`config.mk`:
```
export PLATFORM = sky130hd
export DESIGN_NAME = pc_gen
export DESIGN_NICKNAME = d
export VERILOG_FILES = /design/src/rtl/pc_gen.sv
export SDC_FILE = /design/constraint.sdc
export NUM_CORES = 1
export LEC_CHECK = 0
export ABC_AREA = 1
export CORE_ASPECT_RATIO = 0.8
export CORE_MARGIN = 4
export CORE_UTILIZATION = 45
export CTS_BUF_LIST = sky130_fd_sc_hd__clkbuf_4
export CTS_CLUSTER_SIZE = 8
export DETAILED_ROUTE_END_ITERATION = 12
export PLACE_DENSITY = 0.71
export SYNTH_ARGS = -nofsm -noshare
export SYNTH_HDL_FRONTEND = slang
export SYNTH_SLANG_ARGS = --single-unit
```
`constraint.sdc`:
```
create_clock -name clk -period 3.7 [get_ports clk]
set_input_delay 0.74 -clock clk [delete_from_list [all_inputs] [get_ports clk]]
set_output_delay 0.74 -clock clk [all_outputs]
set_load 0.03 [all_outputs]
```
`src/rtl/pc_gen.sv`:
```
// rtl/pc_gen.sv - fetch-stage program counter generator with deferred redirect and flush
module pc_gen #(
    parameter int          PC_W     = 32,
    parameter logic [PC_W-1:0] RESET_PC = '0,
    parameter int          PC_STEP  = 4,
    parameter logic [PC_W-1:0] TRAP_VEC = 'h100
) (
    input  logic            clk,
    input  logic            rst,
    input  logic            stall_i,
    input  logic            redirect_i,
    input  logic [PC_W-1:0] redirect_pc_i,
    input  logic            trap_i,
    output logic [PC_W-1:0] pc_o,
    output logic            flush_o,
    output logic            pend_o,
    output logic            misalign_o
);

    // Low bits below the instruction step; a target with any of them set is misaligned
    localparam logic [PC_W-1:0] LOW_MASK = PC_W'(PC_STEP - 1);
    localparam logic [PC_W-1:0] STEP     = PC_W'(PC_STEP);

    logic [PC_W-1:0] pend_pc;
    logic [PC_W-1:0] redirect_aligned;
    logic            redirect_low;

    // Redirect target with its sub-step bits cleared, and whether any were set
    always_comb begin
        redirect_aligned = redirect_pc_i & ~LOW_MASK;
        redirect_low     = |(redirect_pc_i & LOW_MASK);
    end

    // Next-PC selection: trap > redirect > deferred redirect > stall hold > increment
    always_ff @(posedge clk) begin
        if (rst) begin
            pc_o       <= RESET_PC;
            flush_o    <= 1'b0;
            pend_o     <= 1'b0;
            misalign_o <= 1'b0;
            pend_pc    <= '0;
        end else begin
            flush_o    <= 1'b0;
            misalign_o <= 1'b0;
            if (trap_i) begin
                pc_o    <= TRAP_VEC;
                pend_o  <= 1'b0;
                flush_o <= 1'b1;
            end else if (redirect_i && !stall_i) begin
                // A fresh redirect supersedes any target still waiting out a stall
                pc_o       <= redirect_aligned;
                pend_o     <= 1'b0;
                flush_o    <= 1'b1;
                misalign_o <= redirect_low;
            end else if (redirect_i) begin
                // Stalled: remember the target; flush is raised when it is applied
                pend_o     <= 1'b1;
                pend_pc    <= redirect_aligned;
                misalign_o <= redirect_low;
            end else if (pend_o && !stall_i) begin
                pc_o    <= pend_pc;
                pend_o  <= 1'b0;
                flush_o <= 1'b1;
            end else if (!stall_i) begin
                pc_o <= pc_o + STEP;
            end
        end
    end

endmodule
```
After elaboration in Yosys (flattened, before gate mapping)
Cells that the tools add are included.
- equality and inequality tests: 5
- bitwise operators: 3
- multipliers: 0
- order comparisons: 0
- reduce and logical (&&, ||, !) cells: 11
- shift operators: 0
- $add $sub $neg: 1
- mux-type cells: 13
- div/mod/pow operators: 0
- operator list (kind ; number):
    two-way mux 32 bit ; 4
    adder 32 x 3 -> 32 bit, second input constant ; 1
    two-way mux 9 bit ; 1
    two-way mux 1 bit ; 8
    inequality test 3 x 1 -> 1 bit, second input constant ; 2
    AND reduction 2 bit ; 3
    inequality test 2 x 1 -> 1 bit, second input constant ; 2
    inequality test 4 x 1 -> 1 bit, second input constant ; 1
    OR reduction 2 bit ; 2
    inverter 1 bit ; 3
    AND reduction 3 bit ; 1
    OR reduction 3 bit ; 1
    logical AND 1 bit ; 2
    nonzero test 2 bit ; 1
    zero test 1 bit ; 1
- latch bits: 0
- bits in writable memories: 0
- bits in read-only memories: 0
- input port bits: 37
- register bits after elaboration: 65
- memories kept: 0
- output and inout port bits: 35

Logic depth before layout (Yosys ltp)
Gate-level depths: netlist of run 1.
- depth after elaboration: 6
- depth in mapped cells: 10
- depth with buffers taken out: 10

Least setup slack after synthesis of run 1
Ideal clock, no wire load.
- kind: register to register
- start point: reg pc_o[3]
- end point: reg pc_o[18]
- arrival: 1613 ps
- required time: 3572 ps
- path slack: 1959 ps
- cell stages (with the launch flop): 9
- buffers on the path: 0
- period minus slack after synthesis: 1741 ps
- cells stage by stage: dfxtp_1 ha_1 nand3_1 inv_1 nand2_1 o21ai_0 nand3_1 a21oi_1 nor2_1
- cells in the longest elaborated chain, start to end: 5
- RTL lines (what ; RTL line ; text):
    start, declared ; 14 ; output logic [PC_W-1:0] pc_o,
    start signal, assigned ; 51 ; pc_o <= redirect_aligned;
    start signal, assigned ; 61 ; pc_o <= pend_pc;
    start signal, assigned ; 65 ; pc_o <= pc_o + STEP;
    adder 32 x 3 -> 32 bit ; 65 ;
    two-way mux 32 bit ; 64 ; end else if (!stall_i) begin
    two-way mux 32 bit ; 60 ; end else if (pend_o && !stall_i) begin
    two-way mux 32 bit ; 55 ; end else if (redirect_i) begin
    two-way mux 32 bit ; 49 ; end else if (redirect_i && !stall_i) begin
Every way passes these cells. The select of a mux whose other input is x is not followed.
A chain may end at the register's enable or synchronous reset.

Worst setup path in the final report of run 1
- start point: in redirect_i
- end point: reg pend_pc[5]
- cells in the longest elaborated chain, start to end: 3
- RTL lines (what ; RTL line ; text):
    start, declared ; 11 ; input logic redirect_i,
    logical AND 1 bit ; 49 ;
    inverter 1 bit (no line) ; - ;
    AND reduction 3 bit (no line) * ; - ;
    end signal, assigned ; 58 ; pend_pc <= redirect_aligned;
    end, declared ; 24 ; logic [PC_W-1:0] pend_pc;
Every way passes the cells marked *; elsewhere a longest branch is shown, timed or not.

==> results of run 1 <==
-- flip-flops by register name, indices dropped and copies added, names as in the netlist --
name / flops
pc_o: 32
pend_pc: 30
flush_o: 1
misalign_o: 1
pend_o: 1
-- stage by stage --
step	power, mW	worst slack, ns	hold WS [ns]
5_1_grt	1.48	1.10	0.480
4_1_cts	1.43	1.23	0.461
3_3_place_gp	0.963	0.922	0.432
6_report	1.42	1.23	0.457
3_5_place_dp	0.966	0.803	0.445
2_1_floorplan	0.870	1.96	0.430
-- layer usage --
metal / part of all wire / up-vias / routed length (um)
met5: 0 / - / 0
met4: 0.018 / 0 / 202
met3: 0.11 / 24 / 1220
met2: 0.43 / 194 / 4770
met1: 0.44 / 1785 / 4940
li1: - / 1945 / -
-- synthesized netlist by cell type --
library cell  instances  area, sq um
nand3b_1              1         7.51
nor2_4                3         33.8
a22o_1                2         17.5
a221oi_1              4         35.0
a31oi_1               5         31.3
nand2_1             110          413
o21ai_0              50          250
o2111ai_1             1         8.76
nand2_4               1         11.3
nor2_1              102          383
nand4_1               5         31.3
inv_2                 5         18.8
o211ai_1              1         7.51
nor3_4                1         16.3
nand3_1              33          165
a21oi_1              58          290
o22ai_1              11         68.8
nor2_2                1         6.26
buf_2                 7         35.0
nor3_1                2         10.0
xor2_1                6         52.6
o21ai_1               1         5.00
nor2_8                1         20.0
inv_1                68          255
dfxtp_1              65         1300
clkbuf_2              2         10.0
ha_1                  1         12.5
clkbuf_1             11         41.3
nor3b_1               1         7.51
-- layout make-up --
type	instances	area, sq um
Fill cell	737	3060
Multi-Input combinational cell	401	1880
Sequential cell	65	1300
Timing Repair Buffer	75	753
Inverter	73	274
Tap cell	105	131
Clock buffer	11	82.6
Clock inverter	5	46.3
-- power by group --
group	switching [mW]	internal (mW)	leakage [nW]
clock	0.257	0.214	0.0734
combinational	0.117	0.0871	1.15
sequential	0.0220	0.726	0.530
total	0.397	1.03	1.75
-- logic make-up (layout without fill, tap and decap cells) --
group / Yosys count / after routing / share of synthesized area
buffers and inverters: 93 / 164 / 0.102
adder cells (fa/ha/maj): 1 / 1 / 0.00353
AND/OR/NAND/NOR: 261 / 261 / 0.312
XOR/XNOR: 6 / 6 / 0.0148
flip-flops: 65 / 65 / 0.367
AO/OA/AOI/OAI: 133 / 133 / 0.201
-- worst paths after layout --
path | cells after the start | end | start
worst min-delay path | 2 | pend_pc[5] | pend_pc[5]
worst max register to register | 8 | pc_o[16] | pc_o[3]
worst min register to register | 2 | pend_pc[5] | pend_pc[5]
worst max-delay path | 6 | pend_pc[5] | redirect_i
-- tightest hold or removal path: stages, from the launching register on --
cell	delay, ns
dfxtp_1	0.31
inv_1	0.06
a21oi_1	0.05
==> impl_metrics.json, run 1 <==
{
  "ys_warn_count": 0,
  "cts_resized": 0,
  "worst-slew-pin-transition_ns": 0.952,
  "drtAntennaViolNets": 0,
  "grt_max_degree": 33,
  "rows": 28,
  "antenna_cells": 0,
  "holdBufCountCts": 0,
  "mappedNetlistArea_sq_um": 3550,
  "setup_viol": 0,
  "grt_pass1_wl_um": 18400,
  "status": "complete, no violations",
  "crit_arrival_ns": 2.78,
  "cap_violations": 0,
  "placed_cells": 719,
  "place_area_sq_um": 4340,
  "first_pass_iters": 5,
  "layout_commonest_cell": "nand2_1",
  "cts_root_buffer": "clkbuf_4",
  "critPathKind": "in2reg",
  "top_level_ports": 72,
  "cts_tree": "yes",
  "drtIter0Drc": 364,
  "gp_congestion": 0.900,
  "hold_class": "reg2reg",
  "required_ns": 4.00,
  "slew_violations": 0,
  "p_leak_nw": 1.75,
  "max-slew-margin-rel": 0.365,
  "clock_sinks": 65,
  "dieArea_sq_um": 9370,
  "antenna_found_initial": 0,
  "fmax_mhz": 404,
  "grtUsageTotal": 0.249,
  "grt_use_met2": 0.382,
  "ys_seq_area_frac": 0.367,
  "fin_nets": 663,
  "post-cts-setup-buffers": 0,
  "critPathSlowestCell": "clkdlybuf4s50_1",
  "synth_nets": 597,
  "die_w_um": 107,
  "start_kind": "input pin",
  "path_delay_family": "buffers and inverters",
  "period_share": 0.669,
  "initial_utilization": 0.471,
  "clk_path_buf_depth": 2,
  "use_met1": 0.333,
  "crit_chain": "clkdlybuf4s50_1 > inv_1 > nor3_4 > inv_2 > o21ai_0 > a21oi_1",
  "area_growth_pct": 26.1,
  "grt_busiest_layer": "met2",
  "netlist_instances": 559,
  "grt_overflow": 0,
  "routed_wl_um": 11100,
  "final_util": 0.594,
  "vdd.ir_drop.worst_mv": 0.219,
  "layout_common_cells": "nand2_1 (110), nor2_1 (102), clkdlybuf4s50_1 (71), inv_1 (68), dfxtp_1 (65)",
  "hold_viol": 0,
  "post_synth.cell_area_avg_sq_um": 6.34,
  "grt_pass1_vias": 3713,
  "design_area_sq_um": 4470,
  "cts_buffers": 9,
  "hpwl_um": 7980,
  "rsz0062_at_grt": "no",
  "clk_pin_slew_ns": 0.10,
  "drive_above_1_share": 0.0460,
  "wl_per_cell_um": 15.1,
  "met3_usage": 0.0764,
  "layout_min_cycle_time_ns": 2.47,
  "skew_ns": 0.0102,
  "fin_cells": 735,
  "vias": 3948,
  "max_stage_delay_ns": 0.62,
  "critical_path.max_fanout": 18,
  "reg2reg_slack_ns": 1.80,
  "end_kind": "flop",
  "synth-seq-cells": 65,
  "drc": 0,
  "htreeDepth": 3,
  "die_y_um": 87.4,
  "power_density_nw_per_um2": 318,
  "clkLatencyLatePin_ns": 0.41,
  "crit_buf_inv": 3,
  "port_buffers": 71,
  "ys_types": 29,
  "tns_ns": 0,
  "core_area_sq_um": 7530,
  "viasPerCell": 5.37
}
Power figures use the tool's default switching activity.
==> inputs of run 2 (changes only) <==
--- a/config.mk
+++ b/config.mk
@@ -12,7 +12,7 @@
 export CTS_BUF_LIST = sky130_fd_sc_hd__clkbuf_4
 export CTS_CLUSTER_SIZE = 8
 export DETAILED_ROUTE_END_ITERATION = 12
-export PLACE_DENSITY = 0.71
+export PLACE_DENSITY = 0.74
 export SYNTH_ARGS = -nofsm -noshare
 export SYNTH_HDL_FRONTEND = slang
 export SYNTH_SLANG_ARGS = --single-unit
==> constraint.sdc (replaced) <==
create_clock -name clk -period 2 [get_ports clk]
set_input_delay 0.4 -clock clk [delete_from_list [all_inputs] [get_ports clk]]
set_output_delay 0.4 -clock clk [all_outputs]
set_load 0.03 [all_outputs]
==> run 2 against run 1 <==
  * Sequential power grew 84%
  * First-iteration DRC count shrank 24%
  * Critical path type is now reg2out
  * Sequential share of layout area shrank 1.5 points
  * Sequential cell count is the same
  * Largest cell class unchanged
  * Clock-buffer cell count shrank 1
==> impl_metrics.json, run 2 (same netlist as run 1, synthesis figures left out) <==
{
  "port_buffers": 71,
  "cts_buffers": 9,
  "clkLatencyLatePin_ns": 0.43,
  "p_leak_nw": 2.15,
  "core_area_sq_um": 7530,
  "drtAntennaViolNets": 0,
  "place_ws_ns": 0.0460,
  "top_register": "pc_o",
  "hpwl_um": 8350,
  "fin_nets": 684,
  "cp-endpoint": "pc_o[17]",
  "first_pass_iters": 5,
  "internal_power_mw": 2.04,
  "reg2reg_slack_ns": 0.28,
  "grt_overflow": 0,
  "tns_ns": 0,
  "dieArea_sq_um": 9370,
  "rsz0062_at_grt": "no",
  "reg2reg_from": "pc_o[4]",
  "grt_pass1_wl_um": 18400,
  "fin_cells": 756,
  "wl_per_cell_um": 14.8,
  "crit_arrival_ns": 1.55,
  "comb_power_share": 0.146,
  "drc": 0,
  "skew_ns": 0.00941,
  "layout_commonest_cell": "nand2_1",
  "top_level_ports": 72,
  "die_w_um": 107,
  "path_depth": 1,
  "required_ns": 1.60,
  "routed_wl_um": 11200,
  "gp_congestion": 0.925,
  "path_delay_family": "buffers and inverters",
  "critical_path.max_fanout": 4,
  "p_sw_mw": 0.771,
  "end_kind": "primary output",
  "grt_max_degree": 44,
  "largest_reg_flops": 32,
  "grt_pass1_vias": 3887,
  "status": "complete, no violations",
  "antenna_found_initial": 0,
  "clk_pin_slew_ns": 0.11,
  "crit_buf_inv": 1,
  "cts_root_buffer": "clkbuf_4",
  "pwr-share-seq": 0.492,
  "layout_common_cells": "nand2_1 (110), nor2_1 (102), inv_1 (68), dfxtp_1 (65), a21oi_1 (58)",
  "drive_above_1_share": 0.0783,
  "hold_viol": 0,
  "fillers": 709,
  "whs_path_depth": 2,
  "cap_violations": 0,
  "fin_ws_ns": 0.0465,
  "setup_viol": 0,
  "clk_path_buf_depth": 2,
  "critPathSlowestCell": "clkdlybuf4s50_1",
  "antenna_cells": 0,
  "placed_cells": 740,
  "r2r_end": "pc_o[31]",
  "htreeDepth": 3,
  "layout_min_cycle_time_ns": 1.95,
  "vias": 4068,
  "cts_tree": "yes",
  "holdBufCountCts": 0,
  "rr_worst_depth": 8,
  "power_mw": 2.81,
  "max_stage_delay_ns": 0.70,
  "grtUsageTotal": 0.248,
  "crit_chain": "clkdlybuf4s50_1",
  "drtIter0Drc": 277,
  "rows": 28,
  "top_regs": "pc_o x32, pend_pc x30",
  "vdd.ir_drop.worst_mv": 0.346,
  "start_kind": "flop",
  "initial_utilization": 0.471,
  "viasPerCell": 5.38,
  "post-cts-setup-buffers": 0,
  "startpoint": "pc_o[17]",
  "clockPowerShare": 0.362,
  "worst-slew-pin-transition_ns": 0.449,
  "power_density_nw_per_um2": 596,
  "fmax_mhz": 512,
  "swShare": 0.274,
  "die_y_um": 87.4,
  "critPathKind": "reg2out",
  "slew_violations": 0,
  "hold_class": "reg2reg",
  "area_growth_pct": 33.0,
  "period_share": 0.977,
  "max-slew-margin-rel": 0.699,
  "clock_sinks": 65,
  "place_area_sq_um": 4540,
  "design_area_sq_um": 4720
}
==> run 2: power by group through the flow <==
stage | sequential, mW | combinational [mW] | clock (mW)
detailed placement | 1.41 | 0.411 | 0
floorplan | 1.44 | 0.172 | 0
finish | 1.38 | 0.411 | 1.02
CTS | 1.38 | 0.410 | 1.03
global placement | 1.41 | 0.403 | 0
global route | 1.39 | 0.446 | 1.08
==> run 2: layout make-up <==
class	instances	area [sq um]	share of cell area
multi-input cells	401	1880	0.399
repair buffers	96	968	0.205
clock buffers	10	75.1	0.0159
flip-flops and latches	65	1300	0.276
well taps	105	131	0.0279
clock inverters	6	82.6	0.0175
inverters	73	274	0.0581
==> run 2: timing repair <==
action | 4_1_cts | 5_1_grt
hold endpoints to repair | 0 | 0
gates resized for setup | 10 | 13
endpoints found under the setup margin | 10 | 13
==> run 2: metal layers <==
| layer | global-route usage | up-vias | routed length (um) |
|---|---|---|---|
| met5 | 0 | - | 0 |
| met4 | 0.0767 | 0 | 204 |
| met3 | 0.0623 | 22 | 1070 |
| met2 | 0.403 | 181 | 4950 |
| met1 | 0.325 | 1874 | 4960 |
| li1 | - | 1991 | - |
==> run 2: worst min-delay path by stage <==
stage                     startpoint  slack, ns    endpoint
after global placement       pc_o[0]       0.43     pc_o[0]
after global routing         pc_o[0]       0.48     pc_o[0]
after CTS                    pc_o[0]       0.46     pc_o[0]
after floorplan           pend_pc[4]       0.43  pend_pc[4]
after detailed placement     pc_o[0]       0.44     pc_o[0]
final                        pc_o[0]       0.45     pc_o[0]
==> run 2: worst register-to-register path: stages, from the launching register on <==
cell	delay (ns)
dfxtp_1	0.46
nand2_1	0.13
nor2_4	0.20
nand2_1	0.10
nor2_1	0.38
nand3_1	0.14
nand3_1	0.10
nand2_1	0.05
a21oi_1	0.12
==> run 2: metrics by stage <==
stage                      util  hold slack [ns]
after floorplan               -            0.430
after global placement    0.603            0.430
after detailed placement  0.603            0.436
after CTS                 0.622            0.455
after global routing      0.626            0.475
final                     0.626            0.452
